### src/rtl/conv_wb_pkg.sv
// Shared types and helpers for the conv write-back controller.
//   wb_state_e : controller state encoding (4-bit)
//   clog2      : ceil(log2(v)); 0 for v <= 1
//   clog2_min1 : clog2 with a floor of 1 (for register widths)
//   grp_mask   : row mask of drain group g, given ports per group and row count
package conv_wb_pkg;

    typedef enum logic [3:0] {
        ST_IDLE        = 4'd0,
        ST_INIT_BUFF   = 4'd1,
        ST_START_CONV  = 4'd2,
        ST_WAIT_FILTER = 4'd3,
        ST_WAIT_ADD    = 4'd4,
        ST_DRAIN       = 4'd5,
        ST_GAP         = 4'd6
    } wb_state_e;

    localparam int unsigned MASK_W = 32;

    function automatic int unsigned clog2(input int unsigned v);
        int unsigned r;
        r = 0;
        for (int unsigned i = 0; i < 32; i++) begin
            if ((64'd1 << i) < 64'(v)) r = i + 1;
        end
        return r;
    endfunction

    function automatic int unsigned clog2_min1(input int unsigned v);
        int unsigned r;
        r = clog2(v);
        return (r == 0) ? 1 : r;
    endfunction

    // Group g covers rows g*nports .. min((g+1)*nports, nrows)-1.
    function automatic logic [MASK_W-1:0] grp_mask(input int unsigned g,
                                                   input int unsigned nports,
                                                   input int unsigned nrows);
        logic [MASK_W-1:0] m;
        m = '0;
        for (int unsigned r = 0; r < MASK_W; r++) begin
            if (r >= g * nports && r < (g + 1) * nports && r < nrows) m[r] = 1'b1;
        end
        return m;
    endfunction

endpackage

### src/rtl/conv_wb_port_mux.sv
// Registered row-group to output-port mux.
//   clk, rst_n   : clock, asynchronous active-low reset
//   row_data_i   : NUM_ROWS samples, row r at [r*DATA_W +: DATA_W]
//   row_valid_i  : per-row valid; must equal exactly one group mask or zero
//   out_ready_i  : downstream accepts all ports this cycle
//   out_data_o   : NUM_PORTS samples, port p at [p*DATA_W +: DATA_W]
//   out_valid_o  : per-port valid
//   err_mux_o    : one-cycle pulse when row_valid_i matches no group
module conv_wb_port_mux
    import conv_wb_pkg::*;
#(
    parameter int unsigned DATA_W    = 25,
    parameter int unsigned NUM_ROWS  = 5,
    parameter int unsigned NUM_PORTS = 2
) (
    input  logic                          clk,
    input  logic                          rst_n,
    input  logic [NUM_ROWS*DATA_W-1:0]    row_data_i,
    input  logic [NUM_ROWS-1:0]           row_valid_i,
    input  logic                          out_ready_i,
    output logic [NUM_PORTS*DATA_W-1:0]   out_data_o,
    output logic [NUM_PORTS-1:0]          out_valid_o,
    output logic                          err_mux_o
);

    localparam int unsigned NUM_GRP = (NUM_ROWS + NUM_PORTS - 1) / NUM_PORTS;

    logic [NUM_PORTS*DATA_W-1:0] data_q, data_d;
    logic [NUM_PORTS-1:0]        valid_q, valid_d;
    logic                        err_q, err_d;
    logic                        hit;

    always_comb begin
        data_d  = '0;
        valid_d = '0;
        err_d   = 1'b0;
        hit     = 1'b0;
        if (valid_q != '0 && !out_ready_i) begin
            // Stalled with data pending: keep presenting it.
            data_d  = data_q;
            valid_d = valid_q;
        end else begin
            for (int unsigned g = 0; g < NUM_GRP; g++) begin
                if (row_valid_i == NUM_ROWS'(grp_mask(g, NUM_PORTS, NUM_ROWS))) begin
                    hit = 1'b1;
                    for (int unsigned p = 0; p < NUM_PORTS; p++) begin
                        // Select index is clamped so the short last group never
                        // forms an out-of-range slice; those ports stay 0/0.
                        if (g * NUM_PORTS + p < NUM_ROWS) begin
                            data_d[p*DATA_W +: DATA_W] =
                                row_data_i[((g * NUM_PORTS + p < NUM_ROWS) ?
                                            (g * NUM_PORTS + p) : 0) * DATA_W +: DATA_W];
                            valid_d[p] = 1'b1;
                        end
                    end
                end
            end
            if (!hit && row_valid_i != '0) err_d = 1'b1;
        end
    end

    always_ff @(posedge clk or negedge rst_n) begin
        if (!rst_n) begin
            data_q  <= '0;
            valid_q <= '0;
            err_q   <= 1'b0;
        end else begin
            data_q  <= data_d;
            valid_q <= valid_d;
            err_q   <= err_d;
        end
    end

    assign out_data_o  = data_q;
    assign out_valid_o = valid_q;
    assign err_mux_o   = err_q;

endmodule

### src/rtl/conv_writeback_ctrl.sv
// Write-back controller for the conv kernel: buffer init, conv start and
// per-row-group partial-sum drain of NUM_ROWS rows onto NUM_PORTS ports.
//   clk, rst_n  : clock, asynchronous active-low reset
//   start_init  : starts a frame from IDLE
//   filter_end  : all filters of the current row band accumulated
//   row_data    : row samples, row r at [r*DATA_W +: DATA_W]
//   row_valid   : per-row sample valid
//   row_ready   : combinational, row r may advance
//   write_zero  : registered, row r buffer read-cleared
//   init        : registered, push zero into empty buffers
//   start_conv  : registered conv enable
//   out_data    : port samples, port p at [p*DATA_W +: DATA_W]
//   out_valid   : per-port valid
//   out_ready   : downstream accepts all ports
//   busy        : registered, controller not idle
//   err_mux     : registered pulse on an illegal row_valid pattern
module conv_writeback_ctrl
    import conv_wb_pkg::*;
#(
    parameter int unsigned DATA_W    = 25,
    parameter int unsigned DEPTH     = 61,
    parameter int unsigned NUM_ROWS  = 5,
    parameter int unsigned NUM_PORTS = 2,
    parameter int unsigned CONV_TAIL = 3
) (
    input  logic                          clk,
    input  logic                          rst_n,
    input  logic                          start_init,
    input  logic                          filter_end,
    input  logic [NUM_ROWS*DATA_W-1:0]    row_data,
    input  logic [NUM_ROWS-1:0]           row_valid,
    output logic [NUM_ROWS-1:0]           row_ready,
    output logic [NUM_ROWS-1:0]           write_zero,
    output logic                          init,
    output logic                          start_conv,
    output logic [NUM_PORTS*DATA_W-1:0]   out_data,
    output logic [NUM_PORTS-1:0]          out_valid,
    input  logic                          out_ready,
    output logic                          busy,
    output logic                          err_mux
);

    localparam int unsigned NUM_GRP = (NUM_ROWS + NUM_PORTS - 1) / NUM_PORTS;
    localparam int unsigned CNT_W   = clog2_min1(DEPTH + CONV_TAIL + 1);
    localparam int unsigned GRP_W   = clog2_min1(NUM_GRP);

    localparam logic [CNT_W-1:0] LAST_D = CNT_W'(DEPTH - 1);
    localparam logic [CNT_W-1:0] LAST_C = CNT_W'(DEPTH + CONV_TAIL - 1);
    localparam logic [GRP_W-1:0] LAST_G = GRP_W'(NUM_GRP - 1);

    wb_state_e            state_q, state_d;
    logic [CNT_W-1:0]     cnt_q, cnt_d;
    logic [GRP_W-1:0]     grp_q, grp_d;
    logic [NUM_ROWS-1:0]  grp_rows;
    logic [NUM_ROWS-1:0]  row_ready_w;
    logic [NUM_ROWS-1:0]  write_zero_q;
    logic                 init_q, start_conv_q, busy_q;

    assign grp_rows    = NUM_ROWS'(grp_mask(32'(grp_q), NUM_PORTS, NUM_ROWS));
    assign row_ready_w = (state_q == ST_DRAIN && out_ready) ? grp_rows : '0;

    always_comb begin
        state_d = state_q;
        cnt_d   = cnt_q + 1'b1;
        grp_d   = grp_q;
        case (state_q)
            ST_IDLE: begin
                cnt_d = '0;
                if (start_init) state_d = ST_INIT_BUFF;
            end
            ST_INIT_BUFF: begin
                if (cnt_q == LAST_D) begin
                    state_d = ST_START_CONV;
                    cnt_d   = '0;
                end
            end
            ST_START_CONV: begin
                if (cnt_q == LAST_C) begin
                    state_d = ST_WAIT_FILTER;
                    cnt_d   = '0;
                end
            end
            ST_WAIT_FILTER: begin
                if (filter_end) begin
                    state_d = ST_WAIT_ADD;
                    cnt_d   = '0;
                end
            end
            ST_WAIT_ADD: begin
                if (cnt_q == LAST_D) begin
                    state_d = ST_DRAIN;
                    cnt_d   = '0;
                    grp_d   = '0;
                end
            end
            ST_DRAIN: begin
                // Sample count only moves on accepted cycles.
                cnt_d = out_ready ? cnt_q + 1'b1 : cnt_q;
                if (out_ready && cnt_q == LAST_D) begin
                    cnt_d   = '0;
                    state_d = (grp_q == LAST_G) ? ST_START_CONV : ST_GAP;
                end
            end
            ST_GAP: begin
                state_d = ST_DRAIN;
                cnt_d   = '0;
                grp_d   = grp_q + 1'b1;
            end
            default: begin
                state_d = ST_IDLE;
                cnt_d   = '0;
                grp_d   = '0;
            end
        endcase
    end

    always_ff @(posedge clk or negedge rst_n) begin
        if (!rst_n) begin
            state_q      <= ST_IDLE;
            cnt_q        <= '0;
            grp_q        <= '0;
            init_q       <= 1'b0;
            start_conv_q <= 1'b0;
            busy_q       <= 1'b0;
            write_zero_q <= '0;
        end else begin
            state_q      <= state_d;
            cnt_q        <= cnt_d;
            grp_q        <= grp_d;
            init_q       <= (state_q == ST_INIT_BUFF);
            start_conv_q <= (state_q == ST_START_CONV);
            busy_q       <= (state_d != ST_IDLE);
            write_zero_q <= row_ready_w;
        end
    end

    conv_wb_port_mux #(
        .DATA_W    (DATA_W),
        .NUM_ROWS  (NUM_ROWS),
        .NUM_PORTS (NUM_PORTS)
    ) u_port_mux (
        .clk         (clk),
        .rst_n       (rst_n),
        .row_data_i  (row_data),
        .row_valid_i (row_valid),
        .out_ready_i (out_ready),
        .out_data_o  (out_data),
        .out_valid_o (out_valid),
        .err_mux_o   (err_mux)
    );

    assign row_ready  = row_ready_w;
    assign write_zero = write_zero_q;
    assign init       = init_q;
    assign start_conv = start_conv_q;
    assign busy       = busy_q;

endmodule

### config.mk
export PLATFORM = sky130hd
export DESIGN_NAME = conv_writeback_ctrl
export DESIGN_NICKNAME = d
export VERILOG_FILES = /design/src/rtl/conv_wb_pkg.sv /design/src/rtl/conv_wb_port_mux.sv /design/src/rtl/conv_writeback_ctrl.sv
export SDC_FILE = /design/constraint.sdc
export NUM_CORES = 1
export LEC_CHECK = 0
export CAP_MARGIN = 0
export CORE_ASPECT_RATIO = 1.5
export CORE_UTILIZATION = 39
export CTS_BUF_LIST = sky130_fd_sc_hd__clkbuf_8
export DETAILED_ROUTE_END_ITERATION = 10
export HOLD_SLACK_MARGIN = 0.08
export PLACE_DENSITY = 0.82
export SYNTH_ARGS = -nofsm -noshare
export SYNTH_HDL_FRONTEND = slang
export SYNTH_SLANG_ARGS = --single-unit
### constraint.sdc
create_clock -name clk -period 2.4 [get_ports clk]
set_input_delay 0.24 -clock clk [delete_from_list [all_inputs] [get_ports clk]]
set_output_delay 0.24 -clock clk [all_outputs]
set_load 0.005 [all_outputs]
==> run_results.csv <==
group,metric,value,unit
synthesis,synth_edf_count,0,
drt,drt-total-wl,11700,microns
synthesis,synth_cell_types,45,
synthesis,ys_seq_area_frac,0.518,
layout,nets,691,
synthesis,synthesis.nets,498,
worst_setup_path,crit_type,"flip-flop to primary output",
worst_hold_path,hp-start,"u_port_mux.out_data_o[47]$_DFFE_PN0N_",
global_routing,grt.overflow.total,0,
worst_setup_path,rrSetupSlack,0.32,ns
synthesis,yosysTopAreaCellShare,0.518,
placement,portBuffers,200,
drt,drt-initial-drc-count,269,
worst_setup_path,cp_top_family,"buffers and inverters",
power,p_leak,2.44,nW
synthesis,netlist_area,3480,sq um
worst_setup_path,cp.arrival,2.03,ns
layout,post-route-util,0.682,
die,rows,41,
cts,cts.path.max_buffers,2,
synthesis,synth_area_leader_cell,"dfrtp_1",
synthesis,avgSynthCellArea,9.75,sq um
placement,dpl_worst_slack,0.367,ns
drt,highest_layer,"met4",
sta,finalCritPeriodShare,0.945,
sta,drv_slew,0,
drt,wl_met1,4270,microns
layout,final.fill_count,677,
synthesis,synth_cells,357,
power,ir_drop,0.493,mV
worst_setup_path,start_kind,"flip-flop",
layout,area_growth_syn_to_layout,66.8,%
power,power_density,630,nW/um^2
worst_setup_path,cp_max_fo,9,
worst_setup_path,cp-end-kind,"primary output",
drt,wl_per_cell,17.6,microns
worst_setup_path,crit_slowest_cell,"clkdlybuf4s50_1",
worst_hold_path,hold_class,"flip-flop to flip-flop",
run_status,status,"finished clean",
worst_setup_path,rr_worst_depth,6,
cts,clkLatencyLatePin,0.35,ns
die,fp.dieH,118,microns
sta,maxSlewHeadroom,0.407,
drt,routed_via_density,5.53,
placement,gp_congestion,0.927,
synthesis,synth_seq_cells,72,
synthesis,ys.flop_type,"dfrtp_1",
worst_setup_path,cp.required,2.16,ns
layout,num_antenna_cells,0,
worst_hold_path,holdPathStages,2,
global_routing,antenna_found_initial,0,
layout,drive_gt1_frac,0.0667,
die,initial_core_util,0.409,
worst_hold_path,worstHoldEndpoint,"u_port_mux.out_data_o[47]$_DFFE_PN0N_",
die,ios,201,
die,coreArea,8520,sq um
drt,vias,3658,
global_routing,grt_pass1_wl,18200,microns
cts,clk_pin_slew_worst_paths,0.07,ns
cts,clkSinkCount,72,
sta,max_freq,441,MHz
global_routing,grt_util_all_layers,0.258,
sta,fin_crit,2.27,ns
sta,setup_viol,0,
drt,firstDrtPassIters,7,
sta,finalHoldViolations,0,
synthesis,async_flop_share,1.00,
sta,setup-tns-final,0,ns
layout,instances_no_fill,662,
synthesis,synth_area_leaders,"dfrtp_1 (52%), nor2_1 (9.8%), a222oi_1 (7.2%), a221oi_1 (6.3%), a21oi_1 (4.0%)",
flow_run,cap_violations,0,
synthesis,synth_most_common_cell,"nor2_1",
drt,drc,0,
cts,post_cts_buffers,0,
global_routing,first_global_vias,3652,
worst_setup_path,reg2reg_to,"cnt_q[5]$_DFFE_PN0P_",
worst_setup_path,crit_chain,"nor4bb_1 > buf_4 > and3_1 > clkdlybuf4s50_1",
worst_setup_path,crit_buf_inv,2,
cts,root_buffer,"clkbuf_8",
worst_setup_path,cpPeakStageDelay,0.51,ns
worst_setup_path,r2r-start,"cnt_q[0]$_DFFE_PN0P_",
sta,skew,0.00599,ns
placement,dp_cells,645,
drt,ant_nets,0,
sta,max_slew.worst_pin.slew,0.890,ns
synthesis,yosys_warnings,0,
sta,setup_slack,0.133,ns
die,dieWidth,79.1,microns
die,dieArea,9310,sq um
global_routing,grt_max_degree,73,
drt,wl_met2,6120,microns
synthesis,synth_commonest_cells,"nor2_1 (91), dfrtp_1 (72), a21oi_1 (28)",
cts,numCtsBuffers,9,
placement,dpl.hpwl,8830,microns
cts,h-tree-depth,3,
drt,met3_length,912,microns
sta,rsz0062_at_grt,"false",
cts,cts_tree,"yes",
==> worst register-to-register path: stages, from the launching register on <==
cell      delay, ns
dfrtp_1        0.42
ha_1           0.23
nand3_2        0.13
or3_4          0.40
a221oi_4       0.37
nor4_1         0.13
a211o_1        0.29
==> worst max path at each step <==
stage | start | end | slack (ns) | cells after the start
floorplan | cnt_q[0]$_DFFE_PN0P_ | cnt_q[5]$_DFFE_PN0P_ | 0.55 | 6
global placement | out_ready | cnt_q[2]$_DFFE_PN0P_ | 0.41 | 6
detailed placement | cnt_q[0]$_DFFE_PN0P_ | cnt_q[5]$_DFFE_PN0P_ | 0.37 | 6
CTS | state_q[1]$_DFF_PN0_ | row_ready[0] | 0.08 | 4
global route | state_q[3]$_DFF_PN0_ | row_ready[0] | 0.01 | 4
finish | state_q[2]$_DFF_PN0_ | row_ready[1] | 0.13 | 4
==> metal layers <==
layer  vias to the layer above  GRT usage
li1                       1710          -
met3                        24     0.0682
met1                      1752      0.276
met4                         0      0.117
met5                         -          0
met2                       172      0.461
==> final cells by class <==
class	count	area, sq um	share of cell area
flip-flops and latches	72	1800	0.310
inverters	9	33.8	0.00582
repair buffers	211	2100	0.361
clock inverters	5	47.5	0.00819
well taps	107	134	0.0231
clock buffers	11	151	0.0261
multi-input cells	247	1540	0.265
==> logic make-up after synthesis <==
| family | after synthesis | share of synthesized area |
|---|---|---|
| DFF | 72 | 0.518 |
| buffers and inverters | 38 | 0.0485 |
| adders and majority gates | 6 | 0.0216 |
| AOI/OAI and AO/OA | 98 | 0.221 |
| and+or+nand+nor | 139 | 0.183 |
| other | 1 | 0.00108 |
| xor gates and xnor gates | 3 | 0.00755 |
==> cells in the final DEF, fill, tap and decap left out, drive strengths merged, types with 2 or more instances in the layout <==
cell             n
or3              3
a221oi          26
o21ai            7
nand3            3
nor3            12
nor2            91
xnor2            2
nand2           11
clkdlybuf4s50  199
o21bai           2
dfrtp           72
a211oi           3
clkinv           3
nand3b           2
a222oi          25
a21oi           28
nand2b           3
buf             11
ha               6
inv             10
and3             5
nor4             3
clkbuf          11
a211o            2
==> metrics by stage <==
stage	hold slack, ns	cell area [sq um]	power [mW]
detailed placement	0.417	5600	2.74
floorplan	-0.0556	3480	1.92
CTS	0.515	5810	3.70
global route	0.533	5810	3.87
finish	0.509	5810	3.66
global placement	0.412	5600	2.70
==> flip-flops by register name, indices dropped and copies added, names as in the netlist <==
name,count
u_port_mux.out_valid_o,2
init,1
u_port_mux.err_mux_o,1
u_port_mux.out_data_o,50
grp_q,2
start_conv,1
write_zero,3
state_q,4
busy,1
cnt_q,7
==> power by group <==
group          switching, mW  internal, mW
sequential             0.128          1.42
combinational          0.460         0.697
clock                  0.427         0.526
==> repair_timing <==
| action | 4_1_cts | 5_1_grt |
|---|---|---|
| hold buffers | 1 | 0 |
| gates resized for setup | 0 | 1 |
| endpoints found under the setup margin | 0 | 4 |
| endpoints found under the hold margin | 72 | 0 |
(Power assumes the default switching activity.)
